[src/rtl/trap_ctrl_pkg.sv]
// Shared cause codes, interrupt flag position and FSM state encoding for the
// machine-mode trap controller.
package trap_ctrl_pkg;

    localparam logic [31:0] EXC_ILLEGAL = 32'd2;
    localparam logic [31:0] EXC_BREAK   = 32'd3;
    localparam logic [31:0] EXC_LD_MIS  = 32'd4;
    localparam logic [31:0] EXC_ST_MIS  = 32'd6;
    localparam logic [31:0] EXC_ECALL_M = 32'd11;
    localparam logic [31:0] INT_MTI     = 32'd7;
    localparam logic [31:0] INT_MEI     = 32'd11;

    localparam int          INT_BIT     = 31;
    localparam logic [31:0] INT_FLAG    = 32'h1 << INT_BIT;

    typedef enum logic [1:0] {
        ST_IDLE     = 2'd0,
        ST_DRAIN    = 2'd1,
        ST_REDIRECT = 2'd2
    } state_e;

endpackage

[src/rtl/trap_ctrl_prio_enc.sv]
// Combinational trap priority encoder: picks the winning exception or enabled
// interrupt for the committing instruction and produces its cause and mtval.
module trap_prio_enc
    import trap_ctrl_pkg::*;
#(
    parameter int ADDR_WIDTH  = 32,
    parameter int DATA_WIDTH  = 32,
    parameter int INSTR_WIDTH = 32
) (
    input  logic                   illegal_access_i,
    input  logic [INSTR_WIDTH-1:0] illegal_instr_i,
    input  logic                   ecall_i,
    input  logic                   ebreak_i,
    input  logic                   ld_misalign_i,
    input  logic                   st_misalign_i,
    input  logic [ADDR_WIDTH-1:0]  mem_addr_i,
    input  logic                   meip_i,
    input  logic                   mtip_i,
    input  logic                   meie_i,
    input  logic                   mtie_i,
    input  logic                   mstatus_mie_i,
    output logic                   trap_req_o,
    output logic                   is_int_o,
    output logic [DATA_WIDTH-1:0]  cause_o,
    output logic [DATA_WIDTH-1:0]  tval_o
);

    logic mei_req;
    logic mti_req;

    assign mei_req = mstatus_mie_i & meip_i & meie_i;
    assign mti_req = mstatus_mie_i & mtip_i & mtie_i;

    // Exceptions always outrank interrupts; within each group the order below is the priority.
    always_comb begin
        trap_req_o = 1'b1;
        is_int_o   = 1'b0;
        cause_o    = '0;
        tval_o     = '0;
        if (illegal_access_i) begin
            cause_o = DATA_WIDTH'(EXC_ILLEGAL);
            tval_o  = DATA_WIDTH'(illegal_instr_i);
        end else if (ebreak_i) begin
            cause_o = DATA_WIDTH'(EXC_BREAK);
        end else if (ecall_i) begin
            cause_o = DATA_WIDTH'(EXC_ECALL_M);
        end else if (ld_misalign_i) begin
            cause_o = DATA_WIDTH'(EXC_LD_MIS);
            tval_o  = DATA_WIDTH'(mem_addr_i);
        end else if (st_misalign_i) begin
            cause_o = DATA_WIDTH'(EXC_ST_MIS);
            tval_o  = DATA_WIDTH'(mem_addr_i);
        end else if (mei_req) begin
            is_int_o = 1'b1;
            cause_o  = DATA_WIDTH'(INT_FLAG | INT_MEI);
        end else if (mti_req) begin
            is_int_o = 1'b1;
            cause_o  = DATA_WIDTH'(INT_FLAG | INT_MTI);
        end else begin
            trap_req_o = 1'b0;
        end
    end

endmodule

[src/rtl/trap_ctrl.sv]
// Machine-mode trap controller at commit: takes traps and MRET, owns
// mepc/mcause/mtval, and flushes/redirects fetch once the bus has drained.
//
// state       | meaning
// ST_IDLE     | accepting traps and MRET from the committing instruction
// ST_DRAIN    | trap/MRET taken, waiting for outstanding bus transaction
// ST_REDIRECT | flush_pipe asserted with redirect_pc for one cycle
module trap_ctrl
    import trap_ctrl_pkg::*;
#(
    parameter int ADDR_WIDTH  = 32,
    parameter int DATA_WIDTH  = 32,
    parameter int INSTR_WIDTH = 32
) (
    input  logic                   cpu_clk_i,
    input  logic                   cpu_rst_i,
    input  logic                   instr_valid_i,
    input  logic [ADDR_WIDTH-1:0]  pc_commit_i,
    input  logic                   illegal_access_i,
    input  logic [INSTR_WIDTH-1:0] illegal_instr_i,
    input  logic                   ecall_i,
    input  logic                   ebreak_i,
    input  logic                   mret_dec_i,
    input  logic                   ld_misalign_i,
    input  logic                   st_misalign_i,
    input  logic [ADDR_WIDTH-1:0]  mem_addr_i,
    input  logic                   mem_busy_i,
    input  logic                   meip_i,
    input  logic                   mtip_i,
    input  logic                   meie_i,
    input  logic                   mtie_i,
    input  logic                   mstatus_mie_i,
    input  logic [1:0]             mtvec_mode_i,
    input  logic [31:0]            mtvec_base_i,
    input  logic                   mepc_sel_i,
    input  logic                   mcause_sel_i,
    input  logic                   mtval_sel_i,
    input  logic                   valid_mcsr_wr_i,
    input  logic                   mcsr_set_i,
    input  logic                   mcsr_clr_i,
    input  logic [DATA_WIDTH-1:0]  write_data_i,
    output logic [ADDR_WIDTH-1:0]  mepc_o,
    output logic [DATA_WIDTH-1:0]  mcause_o,
    output logic [DATA_WIDTH-1:0]  mtval_o,
    output logic                   valid_interrupt_o,
    output logic                   mret_o,
    output logic                   kill_commit_o,
    output logic                   flush_pipe_o,
    output logic [ADDR_WIDTH-1:0]  redirect_pc_o
);

    state_e                 state_q, state_d;
    logic [ADDR_WIDTH-1:0]  mepc_q, mepc_d;
    logic [DATA_WIDTH-1:0]  mcause_q, mcause_d;
    logic [DATA_WIDTH-1:0]  mtval_q, mtval_d;
    logic [ADDR_WIDTH-1:0]  redirect_q;
    logic                   flush_q;

    logic                   trap_req;
    logic                   is_int;
    logic [DATA_WIDTH-1:0]  cause;
    logic [DATA_WIDTH-1:0]  tval;
    logic                   idle;
    logic                   trap_acc;
    logic                   mret_acc;
    logic                   accept;
    logic [ADDR_WIDTH-1:0]  vec_base;
    logic [ADDR_WIDTH-1:0]  trap_target;
    logic [ADDR_WIDTH-1:0]  mepc_wr;

    trap_prio_enc #(
        .ADDR_WIDTH  (ADDR_WIDTH),
        .DATA_WIDTH  (DATA_WIDTH),
        .INSTR_WIDTH (INSTR_WIDTH)
    ) u_prio_enc (
        .illegal_access_i (illegal_access_i),
        .illegal_instr_i  (illegal_instr_i),
        .ecall_i          (ecall_i),
        .ebreak_i         (ebreak_i),
        .ld_misalign_i    (ld_misalign_i),
        .st_misalign_i    (st_misalign_i),
        .mem_addr_i       (mem_addr_i),
        .meip_i           (meip_i),
        .mtip_i           (mtip_i),
        .meie_i           (meie_i),
        .mtie_i           (mtie_i),
        .mstatus_mie_i    (mstatus_mie_i),
        .trap_req_o       (trap_req),
        .is_int_o         (is_int),
        .cause_o          (cause),
        .tval_o           (tval)
    );

    function automatic logic [DATA_WIDTH-1:0] csr_upd(
        input logic [DATA_WIDTH-1:0] old_val,
        input logic [DATA_WIDTH-1:0] wdata,
        input logic                  set,
        input logic                  clr
    );
        if (set)      return old_val | wdata;
        else if (clr) return old_val & ~wdata;
        else          return wdata;
    endfunction

    // Any trap, including an interrupt, takes precedence over an MRET in the same slot.
    assign idle     = (state_q == ST_IDLE);
    assign trap_acc = idle & instr_valid_i & trap_req;
    assign mret_acc = idle & instr_valid_i & mret_dec_i & ~trap_req;
    assign accept   = trap_acc | mret_acc;

    assign vec_base    = ADDR_WIDTH'(mtvec_base_i);
    assign trap_target = (is_int && mtvec_mode_i == 2'd1)
                       ? vec_base + ADDR_WIDTH'({cause[3:0], 2'b00})
                       : vec_base;

    assign mepc_wr = ADDR_WIDTH'(csr_upd(DATA_WIDTH'(mepc_q), write_data_i, mcsr_set_i, mcsr_clr_i));

    always_comb begin
        state_d = state_q;
        case (state_q)
            ST_IDLE:     if (accept) state_d = mem_busy_i ? ST_DRAIN : ST_REDIRECT;
            ST_DRAIN:    if (!mem_busy_i) state_d = ST_REDIRECT;
            ST_REDIRECT: state_d = ST_IDLE;
            default:     state_d = ST_IDLE;
        endcase
    end

    always_comb begin
        mepc_d   = mepc_q;
        mcause_d = mcause_q;
        mtval_d  = mtval_q;
        if (trap_acc) begin
            mepc_d   = pc_commit_i;
            mcause_d = cause;
            mtval_d  = tval;
        end else if (!mret_acc && valid_mcsr_wr_i) begin
            if (mepc_sel_i)   mepc_d   = {mepc_wr[ADDR_WIDTH-1:2], 2'b00};
            if (mcause_sel_i) mcause_d = csr_upd(mcause_q, write_data_i, mcsr_set_i, mcsr_clr_i);
            if (mtval_sel_i)  mtval_d  = csr_upd(mtval_q, write_data_i, mcsr_set_i, mcsr_clr_i);
        end
    end

    always_ff @(posedge cpu_clk_i) begin
        if (cpu_rst_i) begin
            state_q    <= ST_IDLE;
            mepc_q     <= '0;
            mcause_q   <= '0;
            mtval_q    <= '0;
            redirect_q <= '0;
            flush_q    <= 1'b0;
        end else begin
            state_q  <= state_d;
            flush_q  <= (state_d == ST_REDIRECT);
            mepc_q   <= mepc_d;
            mcause_q <= mcause_d;
            mtval_q  <= mtval_d;
            if (trap_acc)      redirect_q <= trap_target;
            else if (mret_acc) redirect_q <= mepc_q;
        end
    end

    assign kill_commit_o     = instr_valid_i & (accept | ~idle);
    assign valid_interrupt_o = trap_acc & is_int;
    assign mret_o            = mret_acc;
    assign flush_pipe_o      = flush_q;
    assign redirect_pc_o     = redirect_q;
    assign mepc_o            = mepc_q;
    assign mcause_o          = mcause_q;
    assign mtval_o           = mtval_q;

endmodule

[config.mk]
export PLATFORM = sky130hd
export DESIGN_NAME = trap_ctrl
export DESIGN_NICKNAME = d
export VERILOG_FILES = /design/src/rtl/trap_ctrl_pkg.sv /design/src/rtl/trap_ctrl_prio_enc.sv /design/src/rtl/trap_ctrl.sv
export SDC_FILE = /design/constraint.sdc
export NUM_CORES = 1
export LEC_CHECK = 0
export ABC_CLOCK_PERIOD_IN_PS = 6750
export BUFFER_PORTS_ARGS = -buffer_cell sky130_fd_sc_hd__buf_4
export CAP_MARGIN = 40
export CORE_MARGIN = 2
export CORE_UTILIZATION = 35
export CTS_CLUSTER_SIZE = 30
export DETAILED_ROUTE_END_ITERATION = 7
export PLACE_DENSITY_LB_ADDON = 0.3
export SYNTH_ARGS = -nofsm -noshare
export SYNTH_HDL_FRONTEND = slang
export SYNTH_SLANG_ARGS = --single-unit
[constraint.sdc]
create_clock -name cpu_clk_i -period 6.75 [get_ports cpu_clk_i]
set_input_delay 0 -clock cpu_clk_i [delete_from_list [all_inputs] [get_ports cpu_clk_i]]
set_output_delay 0 -clock cpu_clk_i [all_outputs]
set_load 0.01 [all_outputs]
==> results_dict.tcl, run 1 <==
set metrics [dict create \
    synth_edf_count 0 \
    crit_start "state_q[0]" \
    first_pass_iters 5 \
    r2r_cells 6 \
    synth_seq_cells 131 \
    dr_wl_met2_um 14840 \
    relSlewSlack_pct 37.86 \
    antenna_found_initial 0 \
    grt_overflow 0 \
    holdCritPathClass "input port to flip-flop" \
    met1Wirelength_um 13710 \
    syn-cell-area_sq_um 7331 \
    period_share_pct 49.76 \
    clock-sinks 131 \
    n_antenna_cell 0 \
    ir_drop_uv 172.3 \
    synth_cell_types 63 \
    setup_viol 0 \
    r2r-end "mtval_o[30]" \
    tritoncts "built" \
    drt_iter0_drc 771 \
    drive_gt1_share_pct 28.68 \
    fin_skew_ps 10.46 \
    slowest_delay_ps 660 \
    cp_max_fo 56 \
    top_layer "met4" \
    worstPathArrival_ps 3670 \
    fmax_mhz 297.7 \
    hold_violations 0 \
    grt_pass1_wl_um 48850 \
    end_kind "flip-flop" \
    cp.required_ps 7060 \
    die_h_um 148.7 \
    synthesis.nets 1072 \
    leakage_uw 0.005104 \
    port_buffers 314 \
    cts_buffer_depth 2 \
    wl_met3_um 2500 \
    cts_max_level 4 \
    clk_pin_slew_ps 70 \
    synth.avg_cell_area_sq_um 8.293 \
    grt_start_max_net_pins 57 \
    worstPathCellList "nor3_2 > nand2_4 > buf_4 > a221o_1 > dlygate4sd3_1 > a32o_1" \
    vias 8782 \
    routabilityCongestion 0.9221 \
    track_usage_pct 28.23 \
    initial_core_util_pct 36.00 \
    cp_slowest_cell "nor3_2" \
    cts-root-buf "clkbuf_16" \
    clk-insertion-delay-late_ps 420 \
    fin_crit_ps 3359 \
    rows 52 \
    holdWs_ps 2.763 \
    post-route-drc-count 0 \
    wire_per_inst_um 20.27 \
    syn_to_final_growth_pct 61.56 \
    grt_setup_unrepaired "no" \
    worst_slew_pin_slew_ps 932.1 \
    finalNetCount 1479 \
    ys_seq_area_share_pct 35.77 \
    die_w_um 148.7 \
    ys.flop_type "dfxtp_1" \
    start_kind "flip-flop" \
    num-fill-cells 1815 \
    min_to "mtval_o[8]" \
    dp_hpwl_um 21870 \
    worstHoldStart "illegal_instr_i[8]" \
    ys_async_sr_fraction_pct 0 \
    grt_pass1_vias 8655 \
    cts_setup_buffers 0 \
    status "finished clean" \
    syn_inst 884 \
    cap_violations 0 \
    routed_wirelength_um 31910 \
    hold_depth 4 \
    r2r-start "state_q[0]" \
    ant_nets 0 \
    slew_viol_final 0 \
    ios 315 \
    p_per_area_nw_per_um2 210.8 \
    ys_warn_count 0 \
    finalSetupTns_ps 0 \
    final_util_pct 58.16 \
    dieArea_sq_um 22120 \
    crit_type "flip-flop to flip-flop" \
    viasPerCell 5.579 \
    numCtsBuffers 17 \
    r2r_slack_ps 3390 \
    core_sq_um 20360 \
]
[synthesized netlist by cell type (all sizes together) (3+ instances only)]
master	number	area, sq um
nor2	55	206.5
nand2b	31	193.9
dfxtp	131	2623
o22ai	9	56.30
o2bb2ai	21	183.9
xnor2	41	359.1
o31a	4	35.03
nor4	14	87.58
o31ai	4	30.03
xor2	7	61.31
a22oi	35	262.8
a211oi	11	87.58
a31oi	6	37.54
a22o	32	280.3
o21ai	83	415.4
and3	26	162.7
mux2i	40	400.4
nand4	9	62.56
nor3	16	96.35
o211ai	14	110.1
a21oi	62	310.3
ha	4	50.05
and4	5	43.79
inv	13	48.79
a311oi	19	166.4
nand2	69	266.5
o21a	3	22.52
nand3	23	115.1
clkbuf	41	155.1
buf	28	142.6
[logic make-up after synthesis]
family                   share of synthesized area (%)
AO/OA/AOI/OAI                                    28.52
XOR/XNOR                                         5.735
buffers and inverters                            4.727
flip-flops                                       35.77
AND/OR/NAND/NOR                                  18.67
multiplexers                                     5.615
adder cells (fa/ha/maj)                         0.9558
[metrics by stage]
step                      area [sq um]  instances  total power (uW)  worst slack (ps)
after floorplan                   7331        884              1163              4246
after global placement            9846       1407              1448              3572
after detailed placement          9916       1410              1462              3458
after CTS                        11820       1572              2494              3619
after global routing             11840       1574              2595              3255
final                            11840       1574              2497              3391
[power by group]
group	total (uW)	switching (uW)	internal, uW
Clock	972	388	585
Combinational	628	303	325
Sequential	896	60.4	836
[area by class of cell]
class                           instances  area (sq um)  area share [%]
Clock buffer                           17         425.4           3.592
Clock inverter                         15         181.4           1.532
Inverter                               13         48.80          0.4120
Multi-Input combinational cell        671          4419           37.31
Sequential cell                       131          2623           22.14
Tap cell                              270         337.8           2.852
Timing Repair Buffer                  457          3809           32.16
[cell usage in the layout, fill, tap and decap left out, types with 3 or more instances in the layout]
| cell | synthesis | final |
|---|---|---|
| inv_6 | 0 | 3 |
| o22ai_1 | 9 | 9 |
| o31a_1 | 4 | 4 |
| a211oi_1 | 10 | 10 |
| inv_1 | 12 | 12 |
| dfxtp_1 | 131 | 131 |
| a21oi_1 | 62 | 60 |
| xor2_1 | 7 | 7 |
| o21a_1 | 3 | 3 |
| a31oi_1 | 6 | 6 |
| nor2_1 | 55 | 53 |
| mux2i_1 | 40 | 40 |
| o2bb2ai_1 | 21 | 21 |
| nand3_1 | 23 | 23 |
| bufinv_16 | 0 | 3 |
| o211ai_1 | 13 | 13 |
| nor4_1 | 14 | 14 |
| dlygate4sd3_1 | 0 | 132 |
| buf_4 | 3 | 322 |
| a311oi_1 | 19 | 19 |
| nand4_1 | 8 | 8 |
| xnor2_1 | 41 | 41 |
| nand2b_1 | 31 | 31 |
| clkinv_2 | 0 | 3 |
| clkinv_4 | 0 | 4 |
| ha_1 | 4 | 4 |
| nand2_1 | 68 | 67 |
| a22oi_1 | 35 | 35 |
| clkbuf_16 | 0 | 17 |
| and4_1 | 5 | 5 |
| o31ai_1 | 4 | 4 |
| a22o_1 | 32 | 32 |
| nor3_1 | 14 | 14 |
| and3_1 | 26 | 26 |
| o21ai_0 | 83 | 83 |
[metal layers]
metal  vias to the layer above  track usage [%]
met5                         -                0
met4                         0            10.10
met3                        57            4.847
met2                       435            45.21
met1                      4158            38.36
li1                       4132                -
[flip-flops by register name, indices dropped and copies added (netlist names)]
signal / cells
flush_pipe_o: 1
mepc_o: 32
redirect_pc_o: 32
mtval_o: 32
mcause_o: 32
state_q: 2
[worst max-delay path by stage]
stage,end,cells after the start
finish,mtval_o[30],6
global route,mtval_o[30],6
CTS,mepc_o[29],6
detailed placement,redirect_pc_o[22],12
global placement,redirect_pc_o[22],12
floorplan,redirect_pc_o[22],11
[what timing repair did]
item / in CTS / in global routing
resized for setup: 0 / 0
hold endpoints to repair: 105 / 1
hold buffers: 130 / 2
[worst max-delay path: cells and delay by family (launching register included)]
family	cells	cell delay (ps)
AO/OA/AOI/OAI	2	600
buffers and inverters	2	1080
flip-flops	1	360
AND/OR/NAND/NOR	2	1190
Note: power is estimated with default switching activity, not from simulation.
==> run 2, diff against run 1 <==
- ABC_CLOCK_PERIOD_IN_PS: 6750 -> 2900
- clock period: 6.75 -> 2.9 ns (I/O delays scaled with it)
==> results_dict.tcl, run 2 (synthesis results as in run 1) <==
set metrics [dict create \
    cp.buffers_inverters 3 \
    finalNetCount 1508 \
    fin_cells 1603 \
    core_sq_um 20360 \
    viasPerCell 5.610 \
    crit_type "flip-flop to flip-flop" \
    die_w_um 148.7 \
    status "finished clean" \
    cts_buffer_depth 2 \
    slowest_delay_ps 560 \
    final_common_cell "buf_4" \
    finalSetupTns_ps 0 \
    grt_setup_unrepaired "no" \
    ios 315 \
    dieArea_sq_um 22120 \
    worstPathCellList "nor4bb_1 > buf_4 > o2111ai_4 > nand3_1 > buf_4 > o21ai_0 > o2bb2ai_1 > dlygate4sd3_1" \
    tritoncts "built" \
    layout_common_cells "buf_4 (339), dlygate4sd3_1 (144), dfxtp_1 (131)" \
    syn_to_final_growth_pct 64.21 \
    cpMostUsedCell "buf_4" \
    die_h_um 148.7 \
    clock-sinks 131 \
    post-route-drc-count 0 \
    start_kind "flip-flop" \
    relSlewSlack_pct 54.53 \
    worst_slew_pin_slew_ps 680.2 \
    cts_max_level 4 \
    fmax_mhz 365.3 \
    holdWs_ps 16.30 \
    holdCritPathClass "input port to flip-flop" \
    grt_overflow 0 \
    cp_slowest_cell "dlygate4sd3_1" \
    setup_ws_ps 162.7 \
    wire_per_inst_um 20.48 \
    initial_core_util_pct 36.00 \
    cap_violations 0 \
    dp_hpwl_um 22290 \
    total_power_uw 5711 \
    antenna_found_initial 0 \
    period_share_pct 94.39 \
    worstPathArrival_ps 3110 \
    vias 8993 \
    grt_start_max_net_pins 48 \
    r2r_slack_ps 160 \
    ir_drop_uv 376.7 \
    port_buffers 314 \
    fin_crit_ps 2737 \
    p_per_area_nw_per_um2 474.4 \
    grt_pass1_wl_um 50420 \
    leakage_uw 0.005212 \
    first_pass_iters 5 \
    ant_nets 0 \
    dp.cells 1427 \
    n_antenna_cell 0 \
    drive_gt1_share_pct 29.26 \
    routabilityCongestion 0.9033 \
    hold_violations 0 \
    grt_pass1_vias 9021 \
    cts_setup_buffers 0 \
    slew_viol_final 0 \
    track_usage_pct 29.30 \
    end_kind "flip-flop" \
    cts-root-buf "clkbuf_16" \
    drt_iter0_drc 519 \
    setup_viol 0 \
    cp.required_ps 3270 \
    clk-insertion-delay-late_ps 420 \
    cpLargestDelayFamily "buffers and inverters" \
    rows 52 \
    routed_wirelength_um 32830 \
    clk_pin_slew_ps 60 \
    fin_skew_ps 10.54 \
    numCtsBuffers 17 \
    pre_cts_slack_ps 63.28 \
    cp_max_fo 32 \
]
run 2: cell count changes in the layout (fill, tap and decap cells not counted):
cell | previous run | this run
buf_4 | 322 | 339
dlygate4sd3_1 | 132 | 144
clkbuf_8 | 0 | 3
buf_16 | 2 | 0
bufinv_16 | 3 | 1
clkinv_4 | 4 | 2
buf_12 | 0 | 1
buf_8 | 1 | 2
clkbuf_1 | 0 | 1
clkinvlp_4 | 2 | 3
inv_6 | 3 | 2
run 2: tightest hold or removal path, stage by stage:
cell,delay [ps]
buf_4,80
a22oi_1,70
mux2i_1,130
a22o_1,130
run 2: power by group:
| group | internal [uW] | total (uW) | switching, uW |
|---|---|---|---|
| registers | 1950 | 2080 | 139 |
| clock network | 1250 | 2130 | 876 |
| logic | 781 | 1500 | 719 |
| total | 3980 | 5710 | 1730 |
run 2: per-stage QoR:
step	area, sq um	utilization, %
after floorplan	7331	-
after global placement	9986	49.04
after detailed placement	10020	49.22
after CTS	12040	59.11
after global routing	12040	59.11
final	12040	59.11
run 2: repair_timing:
item / CTS / global route
hold endpoints to repair: 112 / 0
resized for setup: 0 / 0
endpoints found under the setup margin: 0 / 0
hold buffers: 144 / 0
run 2: final cells by class:
type	count	area (sq um)
fill	1772	8327
clock inverter	11	102.6
inverter	13	48.80
clock buffer	21	470.5
tap	270	337.8
timing repair buffer	486	4036
multi-input combinational	671	4419
sequential	131	2623
run 2: worst paths after layout:
path                            from            to  cells after the start
hold / removal    illegal_instr_i[9]    mtval_o[9]                      4
setup reg to reg          state_q[0]    mepc_o[21]                      8
hold reg to reg         mcause_o[14]  mcause_o[14]                      2
setup / recovery          state_q[0]    mepc_o[21]                      8
run 2: metal layers:
metal | part of all wire, % | GRT usage, % | vias to the layer above
met4 | 2.9 | 11.19 | 0
met3 | 7.7 | 5.583 | 69
met5 | 0 | 0 | -
met2 | 47 | 47.99 | 465
met1 | 42 | 38.34 | 4275
li1 | - | - | 4184
==> run 3, diff against run 2 <==
- RECOVER_POWER: unset -> 100
==> results_dict.tcl, run 3 (synthesis results as in run 1) <==
set metrics [dict create \
    crit_type "flip-flop to flip-flop" \
    drive_gt1_share_pct 18.83 \
    holdCritPathClass "input port to flip-flop" \
    relSlewSlack_pct 43.55 \
    drt_iter0_drc 548 \
    setup_viol 0 \
    clock-sinks 131 \
    wire_per_inst_um 20.46 \
    fin_skew_ps 8.872 \
    dp.cells 1427 \
    grt_setup_unrepaired "no" \
    p_per_area_nw_per_um2 486.1 \
    numCtsBuffers 17 \
    cts-root-buf "clkbuf_16" \
    status "finished clean" \
    cts_max_level 4 \
    routabilityCongestion 0.9033 \
    ir_drop_uv 381.2 \
    period_share_pct 93.46 \
    layout_common_cells "buf_4 (199), dlygate4sd3_1 (144), clkbuf_1 (138)" \
    dieArea_sq_um 22120 \
    post-route-drc-count 0 \
    cap_violations 0 \
    start_kind "flip-flop" \
    place_area_sq_um 10020 \
    die_h_um 148.7 \
    slew_viol_final 0 \
    fin_cells 1603 \
    antenna_found_initial 0 \
    leakage_uw 0.004639 \
    cts_buffer_depth 2 \
    worst_slew_pin_slew_ps 845.8 \
    grt_overflow 0 \
    finalSetupTns_ps 0 \
    cp.required_ps 3270 \
    worstPathArrival_ps 3080 \
    die_w_um 148.7 \
    n_antenna_cell 0 \
    grt_pass1_vias 9021 \
    track_usage_pct 29.30 \
    core_sq_um 20360 \
    multiInputGateArea_sq_um 4412 \
    viasPerCell 5.627 \
    rows 52 \
    fin_crit_ps 2710 \
    syn_to_final_growth_pct 56.99 \
    clk_pin_slew_ps 70 \
    finalNetCount 1508 \
    end_kind "flip-flop" \
    final_common_cell "buf_4" \
    holdWs_ps 7.003 \
    clk-insertion-delay-late_ps 420 \
    ios 315 \
    grt_pass1_wl_um 50420 \
    fmax_mhz 368.9 \
    routed_wirelength_um 32800 \
    tritoncts "built" \
    hold_violations 0 \
    seq_area_sq_um 2623 \
    cp_max_fo 32 \
    dp_hpwl_um 22290 \
    num-fill-cells 1932 \
    grt_start_max_net_pins 48 \
    final_util_pct 56.51 \
    initial_core_util_pct 36.00 \
    port_buffers 314 \
    postLayoutCellArea_sq_um 11510 \
    vias 9020 \
    first_pass_iters 5 \
    ant_nets 0 \
]
run 3: metrics by stage:
stage                     total power, uW  setup slack (ps)
after floorplan                      2708             396.3
after global placement               3401             195.2
after detailed placement             3417             63.28
after CTS                            5703             237.9
after global routing                 5821             53.80
final                                5594             189.5
run 3: path summary, 6_finish.rpt:
kind	end	cells past startpoint	slack [ps]	start
worst max-delay path	mepc_o[21]	8	190	state_q[0]
worst max register to register	mepc_o[21]	8	190	state_q[0]
worst min register to register	mcause_o[14]	2	460	mcause_o[14]
worst min-delay path	mcause_o[1]	3	7	write_data_i[1]
run 3: timing repair:
item | in CTS | in global routing
endpoints found under the setup margin | 0 | 0
hold endpoints to repair | 112 | 0
resized for setup | 0 | 0
hold buffers | 144 | 0
setup buffers | 0 | 0
run 3: where the power goes:
part	internal, uW	switching [uW]	leakage [uW]
Sequential	1950	135	0.00108
Clock	1250	879	0.000276
Combinational	666	718	0.00329
Total	3860	1730	0.00464
run 3: per-layer routing:
layer / wire [um] / vias to the layer above / global-route usage [%]
li1: - / 4190 / -
met1: 13640 / 4263 / 38.34
met2: 15350 / 489 / 47.99
met3: 2778 / 78 / 5.583
met4: 1026 / 0 / 11.19
met5: 0 / - / 0
run 3: cell type report:
type / instances / area share (%)
Multi-Input combinational cell: 671 / 38.33
Timing Repair Buffer: 486 / 30.54
Sequential cell: 131 / 22.79
Clock buffer: 21 / 4.088
Tap cell: 270 / 2.935
Clock inverter: 11 / 0.8915
Inverter: 13 / 0.4240
run 3: worst max-delay path, cell delays in order, from the launching register on:
cell and delay (ps):
dfxtp_1 360, nor4bb_1 330, buf_4 190, o2111ai_4 250
nand3_1 180, buf_4 390, o21ai_0 190, o2bb2ai_1 200
dlygate4sd3_1 560
